==> src/rtl/temp_bcd_format.sv <==
// DS18B20 raw temperature word to four seven-segment digit nibbles with decimal
// point and blanking masks; binary-to-BCD runs as shift-add-3, one bit per clock.
module temp_bcd_format #(
    parameter logic [3:0] P_NEG_CODE = 4'hD
) (
    input  logic        i_clk,
    input  logic        i_rst,
    input  logic        i_valid,
    input  logic [15:0] i_raw,
    output logic        o_ready,
    output logic        o_done,
    output logic        o_err,
    output logic [15:0] o_data,
    output logic [3:0]  o_dp,
    output logic [3:0]  o_turn_off
);

    typedef enum logic [1:0] {IDLE, SHIFT, FORMAT} state_t;

    state_t      state_q, state_d;
    logic        neg_q, neg_d;
    logic        err_q, err_d;
    logic [3:0]  frac_q, frac_d;
    logic [7:0]  sh_q, sh_d;
    logic [11:0] bcd_q, bcd_d;
    logic [3:0]  cnt_q, cnt_d;
    logic        ready_q, ready_d;
    logic        done_q, done_d;
    logic        oerr_q, oerr_d;
    logic [15:0] data_q, data_d;
    logic [3:0]  dp_q, dp_d;
    logic [3:0]  off_q, off_d;

    logic [15:0] mag;
    logic [11:0] int_w;
    logic [3:0]  frac_w;
    logic [7:0]  bcd_adj;
    logic [3:0]  dig_h, dig_t, dig_o;

    function automatic logic [3:0] add3(input logic [3:0] n);
        return (n >= 4'd5) ? n + 4'd3 : n;
    endfunction

    function automatic logic [3:0] frac_digit(input logic [3:0] f);
        return 4'(({4'd0, f} * 8'd10) >> 4);
    endfunction

    assign mag     = i_raw[15] ? (~i_raw + 16'd1) : i_raw;
    assign int_w   = mag[15:4];
    assign frac_w  = frac_digit(mag[3:0]);
    // Hundreds never exceeds 2 within an 8-bit input, so only tens/ones need the +3 step.
    assign bcd_adj = {add3(bcd_q[7:4]), add3(bcd_q[3:0])};
    assign dig_h   = bcd_q[11:8];
    assign dig_t   = bcd_q[7:4];
    assign dig_o   = bcd_q[3:0];

    always_comb begin
        state_d = state_q;
        neg_d   = neg_q;
        err_d   = err_q;
        frac_d  = frac_q;
        sh_d    = sh_q;
        bcd_d   = bcd_q;
        cnt_d   = cnt_q;
        ready_d = ready_q;
        done_d  = 1'b0;
        oerr_d  = oerr_q;
        data_d  = data_q;
        dp_d    = dp_q;
        off_d   = off_q;
        case (state_q)
            IDLE: begin
                if (i_valid) begin
                    neg_d   = i_raw[15];
                    err_d   = (int_w > 12'd199) || (i_raw[15] && (int_w > 12'd99));
                    frac_d  = frac_w;
                    sh_d    = int_w[7:0];
                    bcd_d   = '0;
                    cnt_d   = '0;
                    ready_d = 1'b0;
                    state_d = SHIFT;
                end
            end
            SHIFT: begin
                bcd_d = {bcd_q[10:8], bcd_adj, sh_q[7]};
                sh_d  = {sh_q[6:0], 1'b0};
                cnt_d = cnt_q + 4'd1;
                if (cnt_q == 4'd7) begin
                    state_d = FORMAT;
                end
            end
            FORMAT: begin
                state_d = IDLE;
                ready_d = 1'b1;
                done_d  = 1'b1;
                oerr_d  = err_q;
                if (err_q) begin
                    data_d = {4{P_NEG_CODE}};
                    dp_d   = 4'b0000;
                    off_d  = 4'b0000;
                end else begin
                    dp_d = 4'b0010;
                    if (neg_q) begin
                        // Minus sign sits immediately left of the most significant shown digit.
                        if (dig_t != 4'd0) begin
                            data_d = {P_NEG_CODE, dig_t, dig_o, frac_q};
                            off_d  = 4'b0000;
                        end else begin
                            data_d = {4'd0, P_NEG_CODE, dig_o, frac_q};
                            off_d  = 4'b1000;
                        end
                    end else if (dig_h != 4'd0) begin
                        data_d = {dig_h, dig_t, dig_o, frac_q};
                        off_d  = 4'b0000;
                    end else if (dig_t != 4'd0) begin
                        data_d = {4'd0, dig_t, dig_o, frac_q};
                        off_d  = 4'b1000;
                    end else begin
                        data_d = {8'd0, dig_o, frac_q};
                        off_d  = 4'b1100;
                    end
                end
            end
            default: state_d = IDLE;
        endcase
    end

    always_ff @(posedge i_clk or posedge i_rst) begin
        if (i_rst) begin
            state_q <= IDLE;
            neg_q   <= 1'b0;
            err_q   <= 1'b0;
            frac_q  <= '0;
            sh_q    <= '0;
            bcd_q   <= '0;
            cnt_q   <= '0;
            ready_q <= 1'b1;
            done_q  <= 1'b0;
            oerr_q  <= 1'b0;
            data_q  <= '0;
            dp_q    <= 4'b0000;
            off_q   <= 4'b1111;
        end else begin
            state_q <= state_d;
            neg_q   <= neg_d;
            err_q   <= err_d;
            frac_q  <= frac_d;
            sh_q    <= sh_d;
            bcd_q   <= bcd_d;
            cnt_q   <= cnt_d;
            ready_q <= ready_d;
            done_q  <= done_d;
            oerr_q  <= oerr_d;
            data_q  <= data_d;
            dp_q    <= dp_d;
            off_q   <= off_d;
        end
    end

    assign o_ready    = ready_q;
    assign o_done     = done_q;
    assign o_err      = oerr_q;
    assign o_data     = data_q;
    assign o_dp       = dp_q;
    assign o_turn_off = off_q;

endmodule

==> config.mk <==
export PLATFORM = sky130hd
export DESIGN_NAME = temp_bcd_format
export DESIGN_NICKNAME = d
export VERILOG_FILES = /design/src/rtl/temp_bcd_format.sv
export SDC_FILE = /design/constraint.sdc
export NUM_CORES = 1
export LEC_CHECK = 0
export CAP_MARGIN = 20
export CORE_AREA = 2 2 125 66
export DETAILED_ROUTE_END_ITERATION = 12
export DIE_AREA = 0 0 127 68
export PLACE_DENSITY = 0.7
export SLEW_MARGIN = 20
export SYNTH_ARGS = -nofsm -noshare
export SYNTH_HDL_FRONTEND = slang
export SYNTH_SLANG_ARGS = --single-unit
==> constraint.sdc <==
create_clock -name i_clk -period 2.2 [get_ports i_clk]
set_clock_uncertainty 0.1 [all_clocks]
set_input_delay 0.44 -clock i_clk [delete_from_list [all_inputs] [get_ports i_clk]]
set_output_delay 0.44 -clock i_clk [all_outputs]
set_load 0.01 [all_outputs]
======== Yosys cells after proc, flatten, opt, wreduce, memory -nomap -nowiden ========
Index checks and enable logic that the tools add are counted.
word-level totals
  output and inout port bits .............. 27
  flip-flop bits (word level) ............. 59
cells by class
  bitwise operators ....................... 1
  multiply operators ...................... 1
  reduce and logical (&&, ||, !) cells .... 11
  add/subtract/negate cells ............... 4
  $lt $le $gt $ge ......................... 4
  eq/ne operators ......................... 5
  multiplexer cells ....................... 26
operator list
  cell                     number
  $mux W16                 5
  $mux W4                  7
  $mux W12                 2
  $pmux W12 S2             1
  $add A16 B1 Y16 const B  1
  $not A16 Y16             1
  $pmux W8 S2              1
  $gt A12 B7 Y1 const B    1
  $gt A12 B8 Y1 const B    1
  $add A4 B2 Y4 const B    2
  $ge A4 B3 Y1 const B     2
  $mux W8                  1
  $pmux W4 S2              1
  $reduce_and A2 Y1        4
  $reduce_bool A4 Y1       2
  $mul A4 B3 Y7 const B    1
  $mux W2                  3
  $add A4 B1 Y4 const B    1
  $eq A4 B3 Y1 const B     1
  $ne A2 B2 Y1 const B     2
  $pmux W2 S2              1
  $reduce_bool A2 Y1       2
  $mux W3                  1
  $eq A2 B1 Y1 const B     1
  6 further kinds          7

======== Longest topological paths before layout ========
  depth after elaboration ................. 6
  mapped depth ............................ 10

======== Worst setup path before layout ========
Ideal clock, no wire load.
  kind .................................... input -> register
  start point ............................. in i_raw[0]
  end point ............................... reg frac_q[2]
  stages on the path ...................... 9
  data required time ...................... 1.966 ns
  path slack .............................. -0.476 ns
  arrival ................................. 2.443 ns
  cell sequence ........................... or2_2 dlygate4sd1_1 o21ai_0 xnor2_1 ha_1 ha_1 fa_1 xnor2_1 o21ai_0
on the way
  word-level cells in the longest chain between the ends .. 4
ends and longest elaborated chain
  item                    line  RTL
  start: declaration      9     input logic [15:0] i_raw,
  $not A16 Y16            48    assign mag = i_raw[15] ? (~i_raw + 16'd1) : i_raw;
  $add A16 B1 Y16         48
  $mux W16 *              48
  $mul A4 B3 Y7 *         45    return 4'(({4'd0, f} * 8'd10) >> 4);
  end signal: assignment  147   frac_q <= frac_d;
  end: declaration        23    logic [3:0] frac_q, frac_d;
Every way passes the cells marked *; elsewhere a longest branch is shown, timed or not.
A chain may end at the register's enable or synchronous reset.

======== Worst setup path in the final report ========
  start point ............................. in i_raw[9]
  end point ............................... reg err_q
on the way
  word-level cells in the longest chain between the ends .. 6
ends and longest elaborated chain
  item                    line  RTL
  $not A16 Y16            48
  $add A16 B1 Y16         48
  $mux W16 *              48
  $gt A12 B7 Y1           75    err_d = (int_w > 12'd199) || (i_raw[15] && (int_w > 12'd99));
  $logic_and A1 B1 Y1     75
  $logic_or A1 B1 Y1 *    75
  end signal: assignment  146   err_q <= err_d;
  end: declaration        22    logic err_q, err_d;
Marks and branches as above.

==> flow_summary.json <==
{
  "number_of_enable_type_register_cells_in_the_synthesized_netlist": 0,
  "max-clock-path-buffers": 2,
  "cts_made_buffers": 5,
  "final_hold_viol_count": 0,
  "sum_of_negative_setup_slack_ns": 0,
  "core_area_um2": 7655,
  "grt-ovfl-total": 0,
  "place.port_buffers": 42,
  "tritoncts": "done",
  "gp_congestion": 0.8945,
  "initial_core_util_pct": 38.59,
  "final_antenna_net_count": 0,
  "insertion_delay_ns": 0.29,
  "comb_power_share_pct": 40.2,
  "post_cts_hold_buffer_count": 0,
  "largest_stage_delay_on_the_critical_path_ns": 0.57,
  "dp.final_hpwl_mm": 5.449,
  "critPathLaunchType": "input pin",
  "fraction_of_layout_instances_using_a_drive_strength_above_1_pct": 18.18,
  "critical_path_class": "in -> reg",
  "grt_pass1_vias": 2471,
  "syn-instance-count": 321,
  "tightest_pin_transition_ns": 0.7490,
  "commonest_cells_after_routing_fill_and_taps_aside": "nand2_1 (54), dfrtp_1 (51), o21ai_0 (37), clkdlybuf4s50_1 (31), buf_4 (31)",
  "groute.usage.overall_pct": 18.27,
  "drc": 0,
  "width_of_the_die_um": 127,
  "slew_headroom_pct": 49.88,
  "std_cell_rows": 23,
  "detailedRoute.firstIterationViolations": 181,
  "top_level_ports": 46,
  "average_routed_wire_per_standard_cell_um": 15.00,
  "switching_share_pct": 36.89,
  "final-setup-viol-count": 0,
  "post_synth_num_cell_types": 51,
  "shortest_clock_period_the_worst_path_allows_after_layout_ns": 2.179,
  "leakagePower_nw": 1.715,
  "yosys_register_bits": 55,
  "clock_power_share_pct": 18.7,
  "yosys_warnings": 0,
  "period_share_pct": 99.03,
  "cp.arrival_ns": 2.27,
  "path_buf_inv": 1,
  "async_reset_ff_share_pct": 100.0,
  "fin_total_pwr_mw": 4.358,
  "synthesis.area_um2": 2954,
  "crit_required_ns": 2.29,
  "maxClockFrequency_mhz": 459.0,
  "numClockSinks": 55,
  "clk_transition_reported_paths_ns": 0.07,
  "timing.critical_path.cells": "buf_6 -> or4_4 -> or4_4 -> a22o_1 -> a211o_1 -> a311oi_2",
  "die_height_um": 68,
  "vdd_ir_drop_max_mv": 0.5065,
  "mostFrequentLayoutCell": "nand2_1",
  "path_delay_family": "simple AND/OR/NAND/NOR gates",
  "critPathMostFrequentCell": "or4_4",
  "antenna_found_initial": 0,
  "power.density_cell_area_nw_per_um2": 1131,
  "cts.root.buffer_cell": "clkbuf_16",
  "num_antenna_cells": 0,
  "power.share.sequential_pct": 41.1,
  "worstSetupEndpointType": "flip-flop",
  "synth_area_per_cell_um2": 9.203,
  "ys_seq_area_share_pct": 46.76,
  "area_growth_syn_to_fin_pct": 30.45,
  "total_wirelength_mm": 7.276,
  "detailedRoute.firstPassIterationCount": 5,
  "timing.critical_path.fanout_max": 3,
  "dieArea_um2": 8636,
  "num_vias": 2510,
  "grt_max_degree": 39,
  "grt_setup_unrepaired": "true",
  "run_status": "finished clean",
  "finalNetCount": 413,
  "final_count_of_pins_violating_max_slew": 0,
  "min_path_type": "in -> async",
  "htree_num_levels": 2,
  "critPathSlowestCell": "or4_4",
  "cellInternalPower_mw": 2.750,
  "synth_ff_type": "dfrtp_1",
  "p_sw_mw": 1.608,
  "grt_pass1_wl_mm": 12.27,
  "drv.max_cap_violation_count": 0,
  "viasPerCell": 5.175
}
## flip-flops by register name, summed over array words and instances (netlist names)
| register | cells |
|---|---|
| o_turn_off | 3 |
| o_data | 16 |
| frac_q | 4 |
| o_err | 1 |
| bcd_q | 12 |
| state_q | 2 |
| sh_q | 8 |
| o_done | 1 |
| neg_q | 1 |
| cnt_q | 4 |
| err_q | 1 |
| o_dp | 1 |
| o_ready | 1 |
## final timing paths
| check | start | end | slack (ns) | depth (start not counted) |
|---|---|---|---|---|
| min reg2reg | o_data[7] | o_data[7] | 0.37 | 2 |
| max | i_raw[9] | err_q | 0.02 | 6 |
| min | i_rst | o_done | 0.36 | 2 |
| min in group i_clk | o_data[7] | o_data[7] | 0.37 | 2 |
| max in group asynchronous | i_rst | o_turn_off[2] | 1.04 | 3 |
| max reg2reg | state_q[1] | err_q | 0.29 | 5 |
## timing repair
action / 4_1_cts / 5_1_grt
endpoints found under the setup margin: 7 / 3
gates resized for setup: 33 / 10
gates cloned: 0 / 0
setup buffers: 2 / 0
pin swaps: 7 / 10
## cells by family after synthesis
| kind of cell | after synthesis | share of synthesized area, % |
|---|---|---|
| AO/OA/AOI/OAI | 82 | 17.45 |
| XOR/XNOR | 13 | 3.854 |
| adder cells (fa/ha/maj) | 10 | 4.490 |
| buffers and inverters | 33 | 6.014 |
| flip-flops | 55 | 46.76 |
| multiplexers | 2 | 0.6777 |
| other | 1 | 0.1269 |
| AND/OR/NAND/NOR | 125 | 20.63 |
## through the flow
step                std cells  utilization (%)  worst slack (ns)  hold slack (ns)  cell area (µm²)
global route              485            50.34          -0.01457           0.3836             3854
CTS                       485            50.02          -0.05039           0.3690             3829
global placement          475            47.73           -0.5692           0.3498             3654
detailed placement        475            47.73           -0.6406           0.3622             3654
finish                    485            50.34           0.02126           0.3602             3854
floorplan                 323                -           -0.2146           0.3389             3000
## synthesized netlist by cell type, drive strengths merged (2+ instances only)
library cell  number  area share, %
or2                2           0.42
o22a               2           0.59
nand3b             2           0.51
a21o               2           0.51
nor3b              3           0.76
a22oi              8            2.0
ha                 9            3.8
dfrtp             51             43
nand2             54            6.9
clkbuf            12            1.9
and2               3           0.64
inv               11            1.4
or4                3           0.89
nand4              2           0.42
a32o               2           0.68
dfstp              4            3.6
nand2b             7            1.5
o41ai              3           0.89
buf                8            1.8
o31ai              4            1.0
o21ai             38            6.4
nor2b              2           0.42
nand3             14            2.4
xnor2              5            1.5
nor4               6            1.3
a21oi             12            2.0
xor2               8            2.4
nor3               6            1.0
a22o               4            1.2
mux2i              2           0.68
nor2              16            2.0
## per-layer routing
metal	track usage, %	up-vias	part of all wire [%]
met5	0	-	0
met1	26.97	1185	50
met3	3.362	2	6.8
met2	28.83	74	43
met4	2.885	0	0.26
li1	-	1249	-
## area by class of cell
class	instances	area [µm²]
timing repair buffer	76	673.1
fill	705	3801
clock buffer	6	138.9
multi-input combinational	235	1478
inverter	11	41.29
sequential	55	1381
clock inverter	2	16.27
tap	100	125.1
## power groups by stage
stage                     clock (mW)  sequential, mW  combinational, mW
final                          0.814            1.79               1.75
after global routing           0.870            1.85               1.99
after CTS                      0.827            1.79               1.76
after detailed placement           0            1.80               1.75
after global placement             0            1.78               1.69
after floorplan                    0            1.78               1.03
No activity file was read; power rests on OpenSTA's default activity.
==> patch 1, RTL diff (same flow settings) <==
Take the reset off `sh_q`, `data_q` and `dp_q` and load them in a clocked block of their own.
--- a/src/rtl/temp_bcd_format.sv
+++ b/src/rtl/temp_bcd_format.sv
@@ -131,30 +131,30 @@
             neg_q   <= 1'b0;
             err_q   <= 1'b0;
             frac_q  <= '0;
-            sh_q    <= '0;
             bcd_q   <= '0;
             cnt_q   <= '0;
             ready_q <= 1'b1;
             done_q  <= 1'b0;
             oerr_q  <= 1'b0;
-            data_q  <= '0;
-            dp_q    <= 4'b0000;
             off_q   <= 4'b1111;
         end else begin
             state_q <= state_d;
             neg_q   <= neg_d;
             err_q   <= err_d;
             frac_q  <= frac_d;
-            sh_q    <= sh_d;
             bcd_q   <= bcd_d;
             cnt_q   <= cnt_d;
             ready_q <= ready_d;
             done_q  <= done_d;
             oerr_q  <= oerr_d;
-            data_q  <= data_d;
-            dp_q    <= dp_d;
             off_q   <= off_d;
         end
+    end
+
+    always_ff @(posedge i_clk) begin
+        sh_q   <= sh_d;
+        data_q <= data_d;
+        dp_q   <= dp_d;
     end
 
     assign o_ready    = ready_q;
Check against the original RTL: same outputs for any inputs over 10 cycles, from zero or initial values and one cycle with i_rst high; that may be too few to reach the edited logic, so the function may still have changed.
==> patch 1 against the original RTL <==
- wire length decreased by 9.0%
- sequential cell count unchanged
- design area about the same
- worst setup slack improved by 0.093 ns
- synthesized area decreased by 2.2%
- critical path depth increased by 4
- total power decreased by 5.1%
- cell count decreased by 7.4%
==> patch 1: results (changes against the original RTL) <==
- Status: finished clean
- Hold path depth: 2
- Gate power share: 0.360 (-0.042)
- Ys async rst share: 0.545 (-0.455)
- Placed inst area: 3590 sq um (-1.8%)
- Wire length on met2: 2.93 mm (-6.2%)
- DRT iter0 DRCs: 197 (+8.8%)
- Share of layout cells above drive strength 1: 0.203 (+0.0216)
- Seq/Total Area, Yosys: 0.521 (+0.0536)
- Ys Warns: 0 (unchanged)
- Worst Hold Class: reg2reg
- Cell Count, Final, Fillers Out: 449 (-7.4%)
- Synthesized area per cell: 10.3 sq um (+12%)
- Cell Count Post-Placement: 439 (-7.6%)
- CTS Buffer Depth: 2 (unchanged)
- Drt total wl: 6.62 mm (-9.0%)
- Lkg Pwr: 1.56 nW (-9.2%)
- FF-to-FF path depth: 6 (+1)
- DP Worst Slack: -0.707 ns (-0.0661 ns)
- HPWL Detailed: 4.82 mm (-12%)
- Sequential share of power: 0.421 (+0.010)
- Critical Path Start: i_raw[0]
- Worst Max-Slew Pin Slew: 0.610 ns (-0.139 ns)
- Synth cell count leaders: nand2_1 (38), o21ai_0 (30), dfrtp_1 (26)
- Largest net degree at the start of global routing: 31 (-21%)
- Global-route track usage on met1: 0.233 (-0.0366)
- Prevailing post-synth register cell: dfrtp_1
- Synth top area cells: edfxtp_1 (26%), dfrtp_1 (23%), o21ai_0 (5.2%)
- Reg2Reg Setup Slack: 0.23 ns (-0.06 ns)
- WHS Endpoint: bcd_q[0]
- Fmax: 480 MHz (+4.5%)
- GR Util met3: 0.0375 (+0.00391)
- Peak VDD IR: 0.000425 V (-16%)
- Worst setup endpoint: frac_q[2]
- CP Max Fanout: 5 (+2)
- GP Congestion: 0.851 (-4.9%)
- RR Startpoint: bcd_q[4]
- FF-to-FF End: o_data[12]
- Net count reported at finish: 377 (-8.7%)
- First-pass GRT wire length: 10.9 mm (-11%)
- Sw power: 1.48 mW (-7.7%)
- Number of enable flip-flop cells after synthesis: 25 (+25)
- DRT met1 WL: 3.30 mm (-9.1%)
- Total power: 4.14 mW (-5.1%)
- Netlist cell types: 53 (+3.9%)
- Vias: 2270 (-9.6%)
- Metal3 WL: 363 um (-27%)
- Arrival @ worst endpoint: 2.15 ns (-0.12 ns)
- Number of global-route vias before repair: 2211 (-11%)
- Flops & latches, synth: 55 (unchanged)
- Met2 GRT Util: 0.249 (-0.0397)
- Initial antenna violation count: 0 (unchanged)
- GRT Resource Usage Total: 0.160 (-0.0229)
- WHS: 0.360 ns (-0.000598 ns)
-- patch 1: cell families after synthesis --
logic type,synth area share
other cells,0.00130
fa+ha+maj,0.0459
mux,0.0113
xor+xnor,0.0455
simple gates,0.171
compound gates,0.152
buf+inv,0.0524
flops,0.521
-- patch 1: what timing repair did --
item	CTS	global route
pin swaps	11	6
endpoints found under the setup margin	12	12
resized for setup	13	18
setup buffers	0	2
-- patch 1: cell type report --
class	count	area, sq um
Tap cell	100	125
Clock inverter	2	38.8
Fill cell	693	3800
Sequential cell	55	1510
Multi-Input combinational cell	196	1330
Clock buffer	6	129
Timing Repair Buffer	75	664
Inverter	15	56.3
-- patch 1: critical path, stage by stage --
cell	delay [ns]
buf_4	0.13
inv_1	0.05
ha_1	0.28
nand2_1	0.06
o21ai_1	0.08
ha_1	0.32
ha_4	0.18
fa_2	0.38
xnor2_1	0.15
o21ai_1	0.07
==> patch 2, RTL diff (same settings) <==
Without the edit above. The 3 states of `state_t` get a one-hot encoding in 3 bits.
--- a/src/rtl/temp_bcd_format.sv
+++ b/src/rtl/temp_bcd_format.sv
@@ -15,7 +15,7 @@
     output logic [3:0]  o_turn_off
 );
 
-    typedef enum logic [1:0] {IDLE, SHIFT, FORMAT} state_t;
+    typedef enum logic [2:0] {IDLE = 3'b001, SHIFT = 3'b010, FORMAT = 3'b100} state_t;
 
     state_t      state_q, state_d;
     logic        neg_q, neg_d;
Function: same outputs for any inputs over 10 cycles, from zero or initial values and one cycle with i_rst high; not proved beyond that.
==> patch 2 against the original RTL <==
- wire length down 2.2%
- non-clock buffer count increased by 6
- synthesized area rose by 0.51%
- global-route usage decreased by 1.1 points
- worst setup slack better by 0.071 ns
- register-to-register slack hardly changed
- via count rose by 0.96%
- sequential cell count rose by 1
- cell count increased by 0.21%
- synthesized cell count decreased by 2.5%
- first-iteration DRC count increased by 5.0%
- design area grew 3.7%
- critical path type unchanged
- critical endpoint unchanged
- largest cell class unchanged
Power is not compared: it rests on default switching activity, and its combinational part moved more than twofold at a synthesized area within 25%.
==> patch 2: results (changes against the original RTL) <==
- Status: finished clean
- Ys async rst share: 1.00 (unchanged)
- Sw power: 0.984 mW
- Routed vias/inst: 5.21 (+0.75%)
- Prevailing post-synth register cell: dfrtp_1
- Antenna cell count: 0 (unchanged)
- Drt drc: 0 (unchanged)
- Synthesized area per cell: 9.49 sq um (+3.1%)
- Placed inst area: 3760 sq um (+3.0%)
- CTS Buf Count: 5 (unchanged)
- Number of global-route vias before repair: 2357 (-4.6%)
- FF-to-FF End: o_data[11]
- CP Max Fanout: 5 (+2)
- Cell Count Post-Placement: 476 (+0.21%)
- Worst setup endpoint: err_q
- Hold path start: o_ready
- GRT Resource Usage Total: 0.172 (-0.0107)
- Share of layout cells above drive strength 1: 0.202 (+0.0203)
- Peak VDD IR: 0.000343 V
- Delay-heaviest family, CP: compound AO/OA/AOI/OAI gates
- Lkg Pwr: 1.81 nW
- Crit-path slowest cell: nor4_4
- Clock Root Buffer: clkbuf_16
- First-pass GRT wire length: 11.7 mm (-4.8%)
- H-tree Lvls: 2 (unchanged)
- DRT iter0 DRCs: 190 (+5.0%)
- Seq. pwr: 1.34 mW
- Net count reported at finish: 414 (+0.24%)
- Drt total wl: 7.12 mm (-2.2%)
- Initial antenna violation count: 0 (unchanged)
- Arrival @ worst endpoint: 2.18 ns (-0.09 ns)
- HPWL Detailed: 5.32 mm (-2.3%)
- DRT Pass-1 Iters: 4 (-1)
- FF-to-FF path depth: 4 (-1)
- GP Congestion: 0.789 (-12%)
- Clk_lat worst skew: 0.29 ns (about the same)
- Commonest non-fill, non-tap cell in the layout: nand2_1
- Critical Path Start: i_raw[2]
- Number of enable flip-flop cells after synthesis: 0 (unchanged)
- Worst Hold Class: reg2reg
- Final period util: 0.958 (-0.0322)
- Filler cells: 671 (-4.8%)
- Critical Path Max Stage Delay: 0.37 ns (-0.20 ns)
- DP Worst Slack: -0.642 ns (-0.00113 ns)
- Reg2Reg Setup Slack: 0.29 ns (about the same)
- CTS Buffer Depth: 2 (unchanged)
- Netlist cell types: 57 (+12%)
- Total power: 2.96 mW
- Largest net degree at the start of global routing: 57 (+46%)
- Seq/Total Area, Yosys: 0.474 (+0.00648)
- Synth cell count leaders: nand2_1 (62), dfrtp_1 (51), o21ai_0 (21)
- RR Startpoint: state_q[0]
- Synth top area cells: dfrtp_1 (43%), nand2_1 (7.8%), dfstp_2 (4.4%)
- Ys Warns: 0 (unchanged)
- DR WL/cell: 14.6 um (-2.4%)
==> patch 2: cell types whose count changed after synthesis, sizes merged, moves of 3 or more <==
| cell | change |
|---|---|
| a21oi | -4 |
| a22o | +5 |
| inv | -4 |
| nand2 | +8 |
| nand2b | -3 |
| nand3 | -4 |
| o41ai | -3 |
==> patch 2: worst reg2reg max path: stages (launching register included) <==
cell and delay (ns):
dfstp_2 0.57, nor2_1 0.05, nand2_1 0.26, clkinv_1 0.47, o22a_1 0.35
==> patch 2: kinds of logic (layout without fill, tap and decap cells) <==
group           Yosys count  after routing  share of synthesized area
xor+xnor                 14             14                     0.0413
simple gates            121            121                      0.207
compound gates           83             83                      0.189
mux                       1              1                    0.00337
buf+inv                  27             98                     0.0396
other cells               1              3                    0.00126
flops                    56             56                      0.474
fa+ha+maj                10             10                     0.0447
==> patch 2: cell type report <==
class                   instances  area [sq um]  share of cell area
multi-input cells             232          1560               0.391
flip-flops and latches         56          1410               0.352
inverters                       8          30.0             0.00751
well taps                     100           125              0.0313
clock buffers                   5           125              0.0313
repair buffers                 82           724               0.181
clock inverters                 3          21.3             0.00532
==> patch 2: metal layers <==
layer | global-route usage | up-vias | wire length, um
met5 | 0 | - | 0
met4 | 0.0247 | 0 | 37
met3 | 0.0367 | 6 | 335
met2 | 0.248 | 60 | 2910
met1 | 0.268 | 1222 | 3840
li1 | - | 1246 | -
==> patch 2: worst min-delay path by stage <==
stage	end	slack, ns	cells past startpoint
floorplan	frac_q[0]	0.34	2
global placement	o_ready	0.35	2
detailed placement	o_ready	0.35	2
CTS	o_ready	0.36	2
global route	o_ready	0.40	2
finish	o_ready	0.36	2
==> patch 2: what timing repair did <==
action,in CTS,in global routing
setup buffers,0,2
endpoints found under the setup margin,4,3
pin swaps,5,9
resized for setup,15,10
